===== src/rtl/nibbler_pkg.sv =====
// rtl/nibbler_pkg.sv - opcode, FSM state and ALU operation types for the nibbler core
package nibbler_pkg;

  typedef enum logic [3:0] {
    OP_JC   = 4'h0,
    OP_JNC  = 4'h1,
    OP_CMPI = 4'h2,
    OP_CMPM = 4'h3,
    OP_LIT  = 4'h4,
    OP_IN   = 4'h5,
    OP_LD   = 4'h6,
    OP_ST   = 4'h7,
    OP_JZ   = 4'h8,
    OP_JNZ  = 4'h9,
    OP_ADDI = 4'hA,
    OP_ADDM = 4'hB,
    OP_JMP  = 4'hC,
    OP_OUT  = 4'hD,
    OP_NORI = 4'hE,
    OP_NORM = 4'hF
  } opcode_e;

  typedef enum logic {
    ST_FETCH = 1'b0,
    ST_EXEC  = 1'b1
  } state_e;

  typedef enum logic [1:0] {
    ALU_ADD  = 2'd0,
    ALU_CMP  = 2'd1,
    ALU_NOR  = 2'd2,
    ALU_PASS = 2'd3
  } alu_op_e;

endpackage


===== src/rtl/nibbler_alu_p.sv =====
// rtl/nibbler_alu_p.sv - combinational ADD/CMP/NOR/pass datapath with carry and zero
module alu_p
  import nibbler_pkg::*;
#(
  parameter int DATA_W = 4
) (
  input  logic [1:0]        op,
  input  logic [DATA_W-1:0] a,
  input  logic [DATA_W-1:0] b,
  output logic [DATA_W-1:0] y,
  output logic              c,
  output logic              z
);

  logic [DATA_W:0] sum;

  always_comb begin
    sum = {1'b0, a} + {1'b0, b};
    y   = b;
    c   = 1'b0;
    z   = 1'b0;
    case (alu_op_e'(op))
      ALU_ADD: begin
        y = sum[DATA_W-1:0];
        c = sum[DATA_W];
        z = (sum[DATA_W-1:0] == '0);
      end
      // Compare leaves A intact; carry means no borrow.
      ALU_CMP: begin
        y = a;
        c = (a >= b);
        z = (a == b);
      end
      ALU_NOR: begin
        y = ~(a | b);
        z = (~(a | b) == '0);
      end
      default: y = b;
    endcase
  end

endmodule


===== src/rtl/nibbler_core_p.sv =====
// rtl/nibbler_core_p.sv - two-phase fetch/execute nibbler CPU core
// Optional fetch stalling on prog_ready is enabled by NIBBLER_STALL_EN.
module nibbler_core_p
  import nibbler_pkg::*;
#(
  parameter int DATA_W = 4,
  parameter int ADDR_W = 12
) (
  input  logic                clk,
  input  logic                reset,
  output logic [ADDR_W-1:0]   prog_addr,
  input  logic [ADDR_W+3:0]   prog_data,
`ifdef NIBBLER_STALL_EN
  input  logic                prog_ready,
`endif
  output logic [ADDR_W-1:0]   ram_addr,
  input  logic [DATA_W-1:0]   ram_rdata,
  output logic [DATA_W-1:0]   ram_wdata,
  output logic                ram_we,
  input  logic [DATA_W-1:0]   in_data,
  output logic [DATA_W-1:0]   out_data,
  output logic                out_strobe,
  output logic [DATA_W-1:0]   acc,
  output logic                c_flag,
  output logic                z_flag,
  output logic                phase
);

  state_e              state_q, state_d;
  logic [ADDR_W-1:0]   pc_q, pc_d;
  logic [ADDR_W+3:0]   ir_q, ir_d;
  logic [DATA_W-1:0]   a_q, a_d;
  logic                c_q, c_d;
  logic                z_q, z_d;
  logic [DATA_W-1:0]   out_q, out_d;
  logic                strobe_q, strobe_d;

  opcode_e             opcode;
  logic [ADDR_W-1:0]   field;
  logic [DATA_W-1:0]   imm;
  logic                fetch_go;
  logic [1:0]          alu_op;
  logic [DATA_W-1:0]   alu_b;
  logic [DATA_W-1:0]   alu_y;
  logic                alu_c;
  logic                alu_z;

  assign opcode = opcode_e'(ir_q[ADDR_W+3:ADDR_W]);
  assign field  = ir_q[ADDR_W-1:0];
  assign imm    = ir_q[DATA_W-1:0];

`ifdef NIBBLER_STALL_EN
  assign fetch_go = prog_ready;
`else
  assign fetch_go = 1'b1;
`endif

  // Odd arithmetic opcodes take the RAM operand, even ones the immediate.
  always_comb begin
    alu_b  = ir_q[ADDR_W] ? ram_rdata : imm;
    alu_op = ALU_PASS;
    case (opcode)
      OP_CMPI, OP_CMPM: alu_op = ALU_CMP;
      OP_ADDI, OP_ADDM: alu_op = ALU_ADD;
      OP_NORI, OP_NORM: alu_op = ALU_NOR;
      default:          alu_op = ALU_PASS;
    endcase
  end

  alu_p #(.DATA_W(DATA_W)) u_alu (
    .op (alu_op),
    .a  (a_q),
    .b  (alu_b),
    .y  (alu_y),
    .c  (alu_c),
    .z  (alu_z)
  );

  always_comb begin
    state_d  = state_q;
    pc_d     = pc_q;
    ir_d     = ir_q;
    a_d      = a_q;
    c_d      = c_q;
    z_d      = z_q;
    out_d    = out_q;
    strobe_d = 1'b0;
    if (state_q == ST_FETCH) begin
      if (fetch_go) begin
        ir_d    = prog_data;
        pc_d    = pc_q + ADDR_W'(1);
        state_d = ST_EXEC;
      end
    end else begin
      state_d = ST_FETCH;
      case (opcode)
        OP_JC:   if (c_q)  pc_d = field;
        OP_JNC:  if (!c_q) pc_d = field;
        OP_JZ:   if (z_q)  pc_d = field;
        OP_JNZ:  if (!z_q) pc_d = field;
        OP_JMP:  pc_d = field;
        OP_CMPI, OP_CMPM: begin
          c_d = alu_c;
          z_d = alu_z;
        end
        OP_ADDI, OP_ADDM, OP_NORI, OP_NORM: begin
          a_d = alu_y;
          c_d = alu_c;
          z_d = alu_z;
        end
        OP_LIT:  a_d = imm;
        OP_IN:   a_d = in_data;
        OP_LD:   a_d = ram_rdata;
        OP_OUT: begin
          out_d    = a_q;
          strobe_d = 1'b1;
        end
        default: ;
      endcase
    end
  end

  always_ff @(posedge clk or posedge reset) begin
    if (reset) begin
      state_q  <= ST_FETCH;
      pc_q     <= '0;
      ir_q     <= '0;
      a_q      <= '0;
      c_q      <= 1'b0;
      z_q      <= 1'b0;
      out_q    <= '0;
      strobe_q <= 1'b0;
    end else begin
      state_q  <= state_d;
      pc_q     <= pc_d;
      ir_q     <= ir_d;
      a_q      <= a_d;
      c_q      <= c_d;
      z_q      <= z_d;
      out_q    <= out_d;
      strobe_q <= strobe_d;
    end
  end

  // Write enable is combinational so an async reset mid-EXEC kills the store.
  assign ram_we     = (state_q == ST_EXEC) && (opcode == OP_ST);
  assign ram_wdata  = a_q;
  assign ram_addr   = field;
  assign prog_addr  = pc_q;
  assign out_data   = out_q;
  assign out_strobe = strobe_q;
  assign acc        = a_q;
  assign c_flag     = c_q;
  assign z_flag     = z_q;
  assign phase      = (state_q == ST_EXEC);

endmodule


===== config.mk =====
export PLATFORM = sky130hd
export DESIGN_NAME = nibbler_core_p
export DESIGN_NICKNAME = d
export VERILOG_FILES = /design/src/rtl/nibbler_pkg.sv /design/src/rtl/nibbler_alu_p.sv /design/src/rtl/nibbler_core_p.sv
export SDC_FILE = /design/constraint.sdc
export NUM_CORES = 1
export LEC_CHECK = 0
export ABC_AREA = 0
export BUFFER_PORTS_ARGS = -buffer_cell sky130_fd_sc_hd__buf_2
export CORE_MARGIN = 3
export CORE_UTILIZATION = 50
export CTS_BUF_LIST = sky130_fd_sc_hd__clkbuf_8
export DETAILED_ROUTE_END_ITERATION = 10
export GPL_ROUTABILITY_DRIVEN = 0
export PLACE_DENSITY = 0.76
export SYNTH_ARGS = -nofsm -noshare
export SYNTH_HDL_FRONTEND = slang
export SYNTH_SLANG_ARGS = --single-unit
export TNS_END_PERCENT = 1

===== constraint.sdc =====
create_clock -name clk -period 3.3 [get_ports clk]
set_input_delay 0.66 -clock clk [delete_from_list [all_inputs] [get_ports clk]]
set_output_delay 0.66 -clock clk [all_outputs]
set_load 0.01 [all_outputs]

==> results of run 1 <==
[state kept, by name (all words and copies together) (netlist names)]
signal / flops
ir_q: 16
c_flag: 1
z_flag: 1
phase: 1
out_data: 4
prog_addr: 12
out_strobe: 1
acc: 4
[kinds of logic (layout without fill, tap and decap cells)]
group / Yosys count / in the layout / share of synthesized area
and+or+nand+nor: 52 / 52 / 0.101
adders and majority gates: 17 / 17 / 0.0861
DFF: 40 / 40 / 0.391
buffers and inverters: 39 / 89 / 0.0881
AOI/OAI and AO/OA: 43 / 43 / 0.116
muxes: 44 / 44 / 0.183
xor gates and xnor gates: 10 / 10 / 0.0342
[cells in the final DEF (no fill, tap or decap), types with 2 or more instances in the layout]
cell type   n
inv_1      12
a31oi_1     2
dfrtp_1    40
mux2_2     15
a21oi_1    12
mux2i_1    21
xnor2_1     8
clkbuf_8    7
nand2_1    14
o21ai_0     7
mux2_1      8
a21o_1      2
and4_1      3
nand2b_1    2
nand3_1     5
xor2_1      2
a32o_1      2
buf_4       3
ha_1       16
a22o_1      2
nand4_1     2
nor2_1     18
o22ai_1     4
buf_2      66
[final cells by class]
type | count | area, µm² | area share
well taps | 67 | 83.8 | 0.0285
clock buffers | 7 | 96.3 | 0.0328
inverters | 12 | 45.0 | 0.0153
multi-input cells | 166 | 1330 | 0.453
clock inverters | 1 | 30.0 | 0.0102
repair buffers | 69 | 353 | 0.120
flip-flops and latches | 40 | 1000 | 0.340
[power groups by stage]
| stage | sequential (mW) | clock (mW) | combinational (mW) |
|---|---|---|---|
| 3_3_place_gp | 0.744 | 0 | 0.555 |
| 3_5_place_dp | 0.750 | 0 | 0.565 |
| 2_1_floorplan | 0.761 | 0 | 0.361 |
| 6_report | 0.745 | 0.437 | 0.563 |
| 5_1_grt | 0.770 | 0.475 | 0.631 |
| 4_1_cts | 0.742 | 0.447 | 0.568 |
[critical path, delay by kind of cell, from the launching register on]
family / cells / cell delay [ns]
flip-flops: 1 / 0.67
AND/OR/NAND/NOR: 2 / 0.64
buffers and inverters: 1 / 0.14
[final timing paths]
path / startpoint / to / slack (ns) / depth (start not counted)
max reg2reg: ir_q[12] / acc[2] / 0.95 / 9
max in group asynchronous: reset / ir_q[6] / 2.10 / 3
max: ir_q[14] / ram_we / 0.89 / 3
min in group clk: out_data[0] / out_data[0] / 0.49 / 1
min reg2reg: out_data[0] / out_data[0] / 0.49 / 1
min: reset / ir_q[4] / 0.44 / 2
[layer usage]
layer	global-route usage	vias up	routed length [µm]
met5	0	-	0
li1	-	943	-
met3	0.0452	10	318
met2	0.270	63	2320
met4	0.0569	0	63
met1	0.279	898	2710
==> impl_metrics.env, run 1 <==
export IMPL_final_cells=362
export IMPL_clkTransAtPathRegs_ns=0.08
export IMPL_nets=337
export IMPL_start_util=0.527
export IMPL_routedWlPerCell_um=14.9
export IMPL_dpl_cell_count=354
export IMPL_dp_hpwl_um=3920
export IMPL_synth_top_cell_by_area="dfrtp_1"
export IMPL_clock_sinks=40
export IMPL_vdd_drop_max_uv=418
export IMPL_dieHeight_um=77.5
export IMPL_crit_path_start_kind="register"
export IMPL_fmax_mhz=415
export IMPL_synthFlopType="dfrtp_1"
export IMPL_drtAntennaViolNets=0
export IMPL_synthCells=245
export IMPL_maxCapViolCount=0
export IMPL_drive_gt1_frac=0.332
export IMPL_cellInternalPower_mw=1.14
export IMPL_power_switching_mw=0.605
export IMPL_grt_first_pass_wirelength_um=9010
export IMPL_synth_cell_type_count=47
export IMPL_pre_cts_slack_ns=0.690
export IMPL_fp_dieW_um=77.5
export IMPL_setup_viol=0
export IMPL_synth_fp_nets=288
export IMPL_setup_tns_ns=0
export IMPL_place_area_um2=2810
export IMPL_core_um2=4850
export IMPL_p_sw_frac=0.347
export IMPL_crit_chain="nor2b_2 -> and4_1 -> buf_2"
export IMPL_power_frac_seq=0.427
export IMPL_slew_headroom=0.574
export IMPL_vias_per_cell=5.29
export IMPL_critPathCaptureType="output port"
export IMPL_pwr_share_clk=0.250
export IMPL_report_final_hold_viol_count=0
export IMPL_crit_path_top_delay_cell="dfrtp_1"
export IMPL_rows=25
export IMPL_power_mw=1.74
export IMPL_cts_tree="built"
export IMPL_drt_wl_total_um=5410
export IMPL_yosys_area_top_type_share=0.391
export IMPL_hold_path_class="primary input to async pin"
export IMPL_netlist_area_um2=2560
export IMPL_finalWorstSetupSlack_ns=0.892
export IMPL_syn_avg_cell_area_um2=10.4
export IMPL_synth_seq_cells=40
export IMPL_root_buffer="clkbuf_8"
export IMPL_synth_most_common_cell="dfrtp_1"
export IMPL_antenna_found_initial=0
export IMPL_synth_top_cells_by_count="dfrtp_1, mux2i_1, nor2_1"
export IMPL_power_frac_comb=0.323
export IMPL_synth_edf_count=0
export IMPL_worst_hold_slack_ns=0.439
export IMPL_antenna_diode_count=0
export IMPL_clock_skew_ns=0.00639
export IMPL_drc_errors=0
export IMPL_cts_buffers=5
export IMPL_synth_area_leaders="dfrtp_1, mux2i_1, ha_1, mux2_2, buf_4"
export IMPL_ys_seq_area_frac=0.391
export IMPL_dr_first_iter_drc_count=80
export IMPL_utilization=0.606
export IMPL_slew_viol_final=0
export IMPL_track_usage=0.188
export IMPL_cp_max_fo=16
export IMPL_finalCritPeriodShare=0.730
export IMPL_clk_latency_ns=0.29
export IMPL_status="finished, final reports clean"
export IMPL_worst_pin_slew_ns=0.638
export IMPL_vias=1914
export IMPL_cp_data_required_time_ns=2.64
export IMPL_min_period_ns=2.41
export IMPL_post_cts_repair_setup_buffers=0
export IMPL_fill_cells=420
export IMPL_critical_path_class="register to output port"
export IMPL_hold_buffers=0
export IMPL_grt_pass1_vias=1831
export IMPL_ys_async_sr_fraction=1.00
export IMPL_io_pins=67
export IMPL_grt_overflow_total=0
export IMPL_firstDrtPassIters=4
export IMPL_port_buffers=66
export IMPL_finalInstanceArea_um2=2940
export IMPL_arrival_ns=1.75
export IMPL_clk_path_buf_depth=2
export IMPL_critPathMaxStageDelay_ns=0.67
export IMPL_cts_resized_gates=0
export IMPL_rsz0062_at_grt="false"
export IMPL_p_per_area_nw_per_um2=593
export IMPL_grt_max_degree=35
export IMPL_htreeDepth=2
export IMPL_fp_dieArea_um2=6010
export IMPL_leakage_nw=1.50
export IMPL_syn_to_final_growth_pct=15.0
export IMPL_synth_warnings=0
Note: power is estimated with default switching activity, not from simulation.
==> inputs of run 2 (changes only) <==
--- a/config.mk
+++ b/config.mk
@@ -5,14 +5,14 @@
 export SDC_FILE = /design/constraint.sdc
 export NUM_CORES = 1
 export LEC_CHECK = 0
-export ABC_AREA = 0
+export ABC_AREA = 1
 export BUFFER_PORTS_ARGS = -buffer_cell sky130_fd_sc_hd__buf_2
 export CORE_MARGIN = 3
 export CORE_UTILIZATION = 50
 export CTS_BUF_LIST = sky130_fd_sc_hd__clkbuf_8
 export DETAILED_ROUTE_END_ITERATION = 10
 export GPL_ROUTABILITY_DRIVEN = 0
-export PLACE_DENSITY = 0.76
+export PLACE_DENSITY = 0.78
 export SYNTH_ARGS = -nofsm -noshare
 export SYNTH_HDL_FRONTEND = slang
 export SYNTH_SLANG_ARGS = --single-unit
==> constraint.sdc (replaced) <==
create_clock -name clk -period 2.15 [get_ports clk]
set_input_delay 0.43 -clock clk [delete_from_list [all_inputs] [get_ports clk]]
set_output_delay 0.43 -clock clk [all_outputs]
set_load 0.01 [all_outputs]
==> run 2 against run 1 <==
  * Core utilization shrank 0.12 points
  * Synthesized cell count is 54% higher
  * Cell count grew 39%
  * Flip-flop and latch count did not move
  * Non-clock buffer count up 6
  * Sequential power rose by 42%
  * Combinational power rose by 44%
  * Critical path depth up 9
  * Register-to-register slack got worse by 0.84 ns
  * Largest cell class unchanged
==> impl_metrics.env, run 2 <==
export IMPL_status="finished, final reports clean"
export IMPL_synth_top_cell_by_area="dfrtp_1"
export IMPL_synth_cell_type_count=31
export IMPL_vias=2513
export IMPL_dpl_cell_count=495
export IMPL_worst_pin_slew_ns=0.500
export IMPL_leakage_nw=1.69
export IMPL_setup_tns_ns=0
export IMPL_fp_dieW_um=80.1
export IMPL_routedWlPerCell_um=13.1
export IMPL_ys_async_sr_fraction=1.00
export IMPL_synthAdderAreaFrac=0.0802
export IMPL_maxCapViolCount=0
export IMPL_port_buffers=66
export IMPL_root_buffer="clkbuf_8"
export IMPL_grt_overflow_total=0
export IMPL_synth_seq_cells=40
export IMPL_fmax_mhz=491
export IMPL_antenna_found_initial=0
export IMPL_core_um2=5200
export IMPL_critPathCaptureType="register"
export IMPL_drtAntennaViolNets=0
export IMPL_synthCells=378
export IMPL_slew_headroom=0.667
export IMPL_grt_max_degree=41
export IMPL_yosys_area_top_type_share=0.365
export IMPL_r2r_slack_ns=0.11
export IMPL_critical_path_class="register to register"
export IMPL_finalCritPeriodShare=0.948
export IMPL_p_per_area_nw_per_um2=796
export IMPL_antenna_diode_count=0
export IMPL_syn_to_final_growth_pct=14.8
export IMPL_nets=475
export IMPL_track_usage=0.216
export IMPL_synth_most_common_cell="nand2_1"
export IMPL_grt_use_met2=0.329
export IMPL_dp_hpwl_um=4890
export IMPL_synth_simple_area_share=0.345
export IMPL_dr_first_iter_drc_count=261
export IMPL_clock_sinks=40
export IMPL_final_cells=503
export IMPL_start_util=0.527
export IMPL_synth_fp_nets=421
export IMPL_min_period_ns=2.04
export IMPL_synth_area_leaders="dfrtp_1, nand2_1, ha_1, nand3_1, buf_4"
export IMPL_dieHeight_um=80.1
export IMPL_rows=26
export IMPL_top_register="ir_q"
export IMPL_hold_buffers=0
export IMPL_clock_skew_ns=0.00623
export IMPL_firstDrtPassIters=4
export IMPL_grt_first_pass_wirelength_um=11000
export IMPL_rsz0062_at_grt="true"
export IMPL_synth_top_cells_by_count="nand2_1, dfrtp_1, inv_1, nand3_1, nor2_1"
export IMPL_report_final_hold_viol_count=0
export IMPL_clk_latency_ns=0.30
export IMPL_cts_buffers=5
export IMPL_pre_cts_slack_ns=-0.0850
export IMPL_io_pins=67
export IMPL_netlist_area_um2=2750
export IMPL_grt_pass1_vias=2411
export IMPL_layout_cells_most_common="nand2_1"
export IMPL_met3_usage=0.0437
export IMPL_vias_per_cell=5.00
export IMPL_hold_path_class="primary input to async pin"
export IMPL_synth_top_family_by_area="simple AND/OR/NAND/NOR gates"
export IMPL_cts_tree="built"
export IMPL_arrival_ns=2.22
export IMPL_htreeDepth=2
export IMPL_r2r_end="c_flag"
export IMPL_synth_compound_area_frac=0.0738
export IMPL_layout_common_cells="nand2_1, buf_2, dfrtp_1"
export IMPL_vdd_drop_max_uv=474
export IMPL_synth_warnings=0
export IMPL_syn_avg_cell_area_um2=7.26
export IMPL_slew_viol_final=0
export IMPL_finalWorstSetupSlack_ns=0.111
export IMPL_setup_viol=0
export IMPL_ys_seq_area_frac=0.365
export IMPL_clkTransAtPathRegs_ns=0.09
export IMPL_crit_reg2reg_launch="ir_q[12]"
export IMPL_crit_path_start_kind="register"
export IMPL_grt_busiest_layer="met2"
export IMPL_largest_register_ff_count=16
export IMPL_post_cts_repair_setup_buffers=0
export IMPL_muxShareOfSynthArea=0
export IMPL_utilization=0.605
export IMPL_synthFlopType="dfrtp_1"
export IMPL_clk_path_buf_depth=2
export IMPL_reg2reg_depth=12
export IMPL_synth_edf_count=0
export IMPL_cts_resized_gates=0
export IMPL_cp_data_required_time_ns=2.33
export IMPL_drc_errors=0
export IMPL_cp_max_fo=3
export IMPL_drive_gt1_frac=0.259
export IMPL_fp_dieArea_um2=6420
export IMPL_met1_usage=0.314
export IMPL_synth_xor_area_share=0.0128
export IMPL_drt_wl_total_um=6590
## run 2: changes by cell type in the layout (fill, tap and decap cells not counted), sizes merged, moves of 16 or more
cell   previous run  this run
inv              12        34
mux2             23         0
mux2i            21         0
nand2            14       142
nand3             5        33
o21ai             9        25
## run 2: area by class of cell
cell class	count	area (µm²)
Tap cell	70	87.6
Timing Repair Buffer	75	398
Fill cell	489	2050
Inverter	34	128
Multi-Input combinational cell	276	1420
Clock inverter	3	47.5
Clock buffer	5	68.8
Sequential cell	40	1000
## run 2: cells by family (layout without fill, tap and decap cells)
group | count (synthesis) | in the layout
fa+ha+maj | 17 | 17
flops | 40 | 40
buf+inv | 62 | 117
compound gates | 38 | 38
xor+xnor | 4 | 4
simple gates | 217 | 217
## run 2: where the power goes
| part | internal (mW) | total, mW | switching (mW) | leakage (nW) |
|---|---|---|---|---|
| clock network | 0.350 | 0.637 | 0.287 | 0.0583 |
| registers | 0.878 | 1.06 | 0.182 | 0.480 |
| logic | 0.335 | 0.811 | 0.475 | 1.15 |
## run 2: per-stage QoR
| stage | hold slack (ns) | instance area (µm²) | total power, mW |
|---|---|---|---|
| final | 0.232 | 3150 | 2.51 |
| after global routing | 0.304 | 3150 | 2.69 |
| after CTS | 0.258 | 3140 | 2.51 |
| after detailed placement | 0.476 | 3020 | 1.87 |
| after global placement | 0.470 | 3020 | 1.85 |
| after floorplan | 0.464 | 2750 | 1.60 |
## run 2: worst max path at each step
stage / from / end / depth (start not counted)
after global routing: ir_q[12] / acc[2] / 11
final: ir_q[12] / c_flag / 12
after CTS: ir_q[12] / c_flag / 12
after detailed placement: ram_rdata[0] / c_flag / 12
after global placement: ram_rdata[0] / c_flag / 12
after floorplan: ir_q[12] / c_flag / 13
## run 2: worst max-delay path, stage by stage, from the launching register on
cell and delay, ns:
dfrtp_1 0.36, inv_1 0.06, or2_2 0.28, o21ai_2 0.07
inv_1 0.07, ha_1 0.19, fa_2 0.36, a21oi_1 0.14
nor2_1 0.06, o21ai_0 0.13, nand2_1 0.07, nand2_1 0.05
o21ai_0 0.07
## run 2: metal layers
layer | wire, µm | vias up
met5 | 0 | -
met4 | 54 | 0
met3 | 454 | 6
met2 | 3000 | 78
met1 | 3080 | 1142
li1 | - | 1287
